**config.mk**
```make
export PLATFORM = sky130hd
export DESIGN_NAME = pipe_hazard_ctrl
export DESIGN_NICKNAME = d
export VERILOG_FILES = /design/src/rtl/pipe_hazard_ctrl_pkg.sv /design/src/rtl/pipe_hazard_ctrl_hazard_detect.sv /design/src/rtl/pipe_hazard_ctrl.sv
export SDC_FILE = /design/constraint.sdc
export NUM_CORES = 1
export LEC_CHECK = 0
export BUFFER_PORTS_ARGS = -buffer_cell sky130_fd_sc_hd__buf_2
export CORE_ASPECT_RATIO = 1.4
export CORE_MARGIN = 2
export CORE_UTILIZATION = 49
export DETAILED_ROUTE_END_ITERATION = 16
export PLACE_DENSITY_LB_ADDON = 0.08
export SYNTH_ARGS = -nofsm -noshare
export SYNTH_HDL_FRONTEND = slang
export SYNTH_SLANG_ARGS = --single-unit
```
**constraint.sdc**
```tcl
create_clock -name clk -period 2.3 [get_ports clk]
set_input_delay 0.46 -clock clk [delete_from_list [all_inputs] [get_ports clk]]
set_output_delay 0.46 -clock clk [all_outputs]
set_load 0.005 [all_outputs]
```
**src/rtl/pipe_hazard_ctrl_pkg.sv**
```systemverilog
// Shared types for the pipeline hazard controller: FSM state encoding and register-index constants.
package pipe_hazard_ctrl_pkg;

    typedef enum logic [1:0] {
        RUN      = 2'd0,
        MEM_WAIT = 2'd1,
        ERROR    = 2'd2
    } fsm_e;

    localparam int unsigned REG_W = 5;
    localparam logic [REG_W-1:0] REG_ZERO = '0;

endpackage

```
**src/rtl/pipe_hazard_ctrl_hazard_detect.sv**
```systemverilog
// Load-use hazard compare between the load in EX and the source registers of the instruction in ID.
// Purely combinational and zero latency. It has no flow control.
module pipe_hazard_ctrl_hazard_detect
    import pipe_hazard_ctrl_pkg::*;
(
    input  logic             id_ex_mem_read_i,
    input  logic [REG_W-1:0] id_ex_rt_i,
    input  logic [REG_W-1:0] if_id_rs_i,
    input  logic [REG_W-1:0] if_id_rt_i,
    output logic             load_use_o
);

    // A load that targets r0 never creates a dependency.
    assign load_use_o = id_ex_mem_read_i && (id_ex_rt_i != REG_ZERO) &&
                        ((id_ex_rt_i == if_id_rs_i) || (id_ex_rt_i == if_id_rt_i));

endmodule

```
**src/rtl/pipe_hazard_ctrl.sv**
```systemverilog
// Hazard/stall controller: load-use stall, branch flush and MEM-stage wait sequencing with a timeout.
// Control outputs are combinational from the registered state. Memory backpressure comes through mem_ready and freezes the whole pipe.
module pipe_hazard_ctrl
    import pipe_hazard_ctrl_pkg::*;
#(
    parameter int TIMEOUT = 64,
    parameter int CNT_W   = 16
) (
    input  logic             clk,
    input  logic             reset,
    input  logic             ID_EX_MemRead,
    input  logic [REG_W-1:0] ID_EX_RegisterRt,
    input  logic [REG_W-1:0] IF_ID_RegisterRs,
    input  logic [REG_W-1:0] IF_ID_RegisterRt,
    input  logic             branch_taken,
    input  logic             EX_MEM_MemRead,
    input  logic             EX_MEM_MemWrite,
    input  logic             mem_ready,
    output logic             mem_req,
    output logic             PC_Write,
    output logic             IF_ID_Write,
    output logic             IF_Flush,
    output logic             ID_EX_Flush,
    output logic             ID_EX_Write,
    output logic             EX_MEM_Hold,
    output logic             EX_Flush,
    output logic             MEM_WB_Flush,
    output logic             mem_err,
    output logic [CNT_W-1:0] stall_cycles
);

    localparam int WC_W = $clog2(TIMEOUT);

    fsm_e             fsm_q;
    logic [WC_W-1:0]  wait_cnt_q;
    logic             mem_err_q;
    logic [CNT_W-1:0] stall_q;

    logic load_use;
    logic mem_access;
    logic freeze;
    logic timeout_hit;

    pipe_hazard_ctrl_hazard_detect u_hazard_detect (
        .id_ex_mem_read_i (ID_EX_MemRead),
        .id_ex_rt_i       (ID_EX_RegisterRt),
        .if_id_rs_i       (IF_ID_RegisterRs),
        .if_id_rt_i       (IF_ID_RegisterRt),
        .load_use_o       (load_use)
    );

    assign mem_access  = EX_MEM_MemRead || EX_MEM_MemWrite;
    assign freeze      = ((fsm_q == RUN) && mem_access && !mem_ready) ||
                         ((fsm_q == MEM_WAIT) && !mem_ready) ||
                         (fsm_q == ERROR);
    assign timeout_hit = (fsm_q == MEM_WAIT) && !mem_ready && (wait_cnt_q == WC_W'(TIMEOUT - 1));

    always_comb begin
        mem_req      = 1'b0;
        PC_Write     = 1'b0;
        IF_ID_Write  = 1'b0;
        IF_Flush     = 1'b0;
        ID_EX_Flush  = 1'b0;
        ID_EX_Write  = 1'b0;
        EX_MEM_Hold  = 1'b0;
        EX_Flush     = 1'b0;
        MEM_WB_Flush = 1'b0;
        if (!reset) begin
            mem_req  = mem_access && (fsm_q != ERROR);
            EX_Flush = timeout_hit;
            // Freeze outranks load-use, which outranks a taken branch; losers re-evaluate later.
            if (freeze) begin
                EX_MEM_Hold  = 1'b1;
                MEM_WB_Flush = 1'b1;
            end else if (load_use) begin
                ID_EX_Flush = 1'b1;
                ID_EX_Write = 1'b1;
            end else begin
                PC_Write    = 1'b1;
                IF_ID_Write = 1'b1;
                ID_EX_Write = 1'b1;
                IF_Flush    = branch_taken;
            end
        end
    end

    always_ff @(posedge clk or posedge reset) begin
        if (reset) begin
            fsm_q      <= RUN;
            wait_cnt_q <= '0;
            mem_err_q  <= 1'b0;
        end else begin
            case (fsm_q)
                RUN: begin
                    if (mem_access && !mem_ready) begin
                        fsm_q      <= MEM_WAIT;
                        wait_cnt_q <= WC_W'(1);
                    end
                end
                MEM_WAIT: begin
                    if (mem_ready) begin
                        fsm_q      <= RUN;
                        wait_cnt_q <= '0;
                    end else if (timeout_hit) begin
                        fsm_q     <= ERROR;
                        mem_err_q <= 1'b1;
                    end else begin
                        wait_cnt_q <= wait_cnt_q + WC_W'(1);
                    end
                end
                default: begin
                    fsm_q <= ERROR;
                end
            endcase
        end
    end

    always_ff @(posedge clk or posedge reset) begin
        if (reset) begin
            stall_q <= '0;
        end else if ((freeze || load_use) && (stall_q != '1)) begin
            stall_q <= stall_q + CNT_W'(1);
        end
    end

    assign mem_err      = mem_err_q;
    assign stall_cycles = stall_q;

endmodule
```
==> results.cfg <==
[outcome]
outcome = finished, final reports clean

[drt]
first_iter_violations = 29
drt-wirelength-per-cell_um = 12.9
vias = 1235
viasPerCell = 5.26
postRouteAntennaNets = 0
post-route-drc-count = 0
first_pass_iters = 4
wirelength_um = 3020

[worst_setup_path]
r2r_cells = 6
cp.required_ns = 1.84
r2r_setup_slack_ns = 0.28
critPathArrivalTime_ns = 1.76
reg2reg_to = stall_cycles[1]
startpoint_type = input port
crit_type = input port to primary output
cp-end-kind = primary output
critPathMaxFanout = 3
r2r_start = stall_cycles[0]

[timing]
finalSetupViolCount = 0
skew_ns = 0.00929
finalHoldViolCount = 0
fin_crit_ns = 2.22
max_clock_freq_ghz = 0.451
relSlewSlack = 0.690
slew_viol_final = 0
worst_pin_slew_ns = 0.460
tns_ns = 0
finalCritPeriodShare = 0.964

[synthesis]
yosysUniqueCellTypes = 34
synthTopCellsByArea = dfrtp_1 (44%), xnor2_1 (8.1%), xor2_1 (6.8%)
synth_top_area_share = 0.444
syn-cell-area_um2 = 1410
yosys-top-cells-count = dfrtp_1 (25), nor2_1 (14), nand2_1 (13), xnor2_1 (13), xor2_1 (11)
synth.most_common_cell = dfrtp_1
synth_xor_area_frac = 0.149
yosysTopAreaCell = dfrtp_1
muxShareOfSynthArea = 0.0231
ys_ff_latch = 25
async_flop_share = 1.00
ys_warn_count = 0
ys_seq_area_frac = 0.444
syn_nets = 168
postSynthCellCount = 144
synthAdderAreaFrac = 0.0178
synth_edf_count = 0
synth_top_family_by_area = simple AND/OR/NAND/NOR gates
synth_ff_type = dfrtp_1
avgSynthCellArea_um2 = 9.77
yosys.area_share.simple = 0.228
synth_compound_area_frac = 0.108

[floorplan]
die_h_um = 67.4
dieArea_um2 = 3320
die_x_um = 49.3
io_pins = 48
start_util = 0.504
coreArea_um2 = 2790
std_cell_rows = 23

[clock_tree]
cts_root_buf = clkbuf_8
cts_tree = yes
numCtsBuffers = 3
postCtsHoldBufs = 0
htreeDepth = 1
cts.sinks = 25
clock_latency_ns = 0.27
clkTransAtPathRegs_ns = 0.09
cts_max_path_buffers = 2

[placement]
routabilityCongestion = 0.769
placed_area_um2 = 1700
hpwl_um = 2360
io_buffer_count = 47

[finish]
num_antenna_cells = 0
drive_gt1_frac = 0.348
postLayoutCoreUtil = 0.644
area_delta_synth_final_pct = 27.6
final_area_um2 = 1800
num-nets-final = 223

[grt]
grt_pass1_wl_um = 5000
grt_pass1_vias = 1219
grt_usage = 0.194
overflow = 0
grt_max_degree = 26
antenna_found_initial = 0

[pwr]
p_leak_uw = 0.000879
p_per_area_nw_per_um2 = 623
ir_drop_mv = 0.659

[worst_hold_path]
hold_path.class = input port to async pin

[flow_run]
drv_cap = 0
## metal layers
metal | vias up | track usage | part of all wire
met1 | 590 | 0.198 | 0.39
met5 | - | 0 | 0
met4 | 0 | 0.0786 | 0.022
met2 | 21 | 0.394 | 0.57
met3 | 9 | 0.0221 | 0.022
li1 | 615 | - | -
## what timing repair did
item / 4_1_cts / 5_1_grt
pin swaps: 0 / 5
setup endpoints to repair: 1 / 2
gates resized for setup: 1 / 9
buffers inserted: 0 / 2
## metrics by stage
stage | power (uW) | setup slack, ns | cells | hold slack, ns
5_1_grt | 1200 | -0.00149 | 235 | 0.339
3_3_place_gp | 853 | 0.0725 | 229 | 0.455
3_5_place_dp | 862 | 0.0293 | 229 | 0.466
6_report | 1120 | 0.0821 | 235 | 0.290
4_1_cts | 1130 | 0.0346 | 233 | 0.298
2_1_floorplan | 743 | 0.192 | 144 | 0.456
## worst max-delay path, cell delays in order
cell and delay, ns:
buf_8 0.10, or4_4 0.54, o21ai_4 0.17, nor2_2 0.06
nor3_2 0.19, and2_1 0.14, buf_2 0.10
## flip-flops by register name, summed over array words and instances, names as in the netlist
signal and cells:
wait_cnt_q 6, stall_cycles 16, mem_err 1, fsm_q 2
## layout by cell type, fill, tap and decap left out, drive strengths merged, types with 6 or more instances in the layout
cell type  netlist  routed
and3             6       6
buf              3      54
dfrtp           25      25
nand2           13      13
nand4           11      11
nor2            14      14
nor3             7       7
o21ai           12      12
xnor2           13      13
xor2            11      11
## final cells by class
type	instances	area (um2)
tap	37	46.3
multi-input combinational	112	759
clock buffer	3	41.3
clock inverter	1	7.51
sequential	25	627
fill	247	995
timing repair buffer	54	304
inverter	3	11.3
## cells by family after synthesis
group                      Yosys count
and+or+nand+nor                     63
DFF                                 25
xor gates and xnor gates            24
AOI/OAI and AO/OA                   20
buffers and inverters                7
muxes                                3
adders and majority gates            2
## worst max path at each step
stage | from | end | slack [ns] | cells past startpoint
5_1_grt | ID_EX_RegisterRt[4] | IF_Flush | -0.001 | 7
4_1_cts | fsm_q[0] | IF_Flush | 0.03 | 5
6_report | ID_EX_RegisterRt[4] | IF_Flush | 0.08 | 7
2_1_floorplan | ID_EX_RegisterRt[0] | IF_Flush | 0.19 | 5
3_5_place_dp | ID_EX_RegisterRt[0] | IF_Flush | 0.03 | 7
3_3_place_gp | ID_EX_RegisterRt[0] | IF_Flush | 0.07 | 7
## where the power goes
part / total (uW) / switching (uW) / internal [uW] / leakage [uW]
clock network: 261 / 139 / 123 / 0.0000217
logic: 266 / 119 / 147 / 0.000535
registers: 592 / 90.2 / 501 / 0.000322
Power figures use the tool's default switching activity.
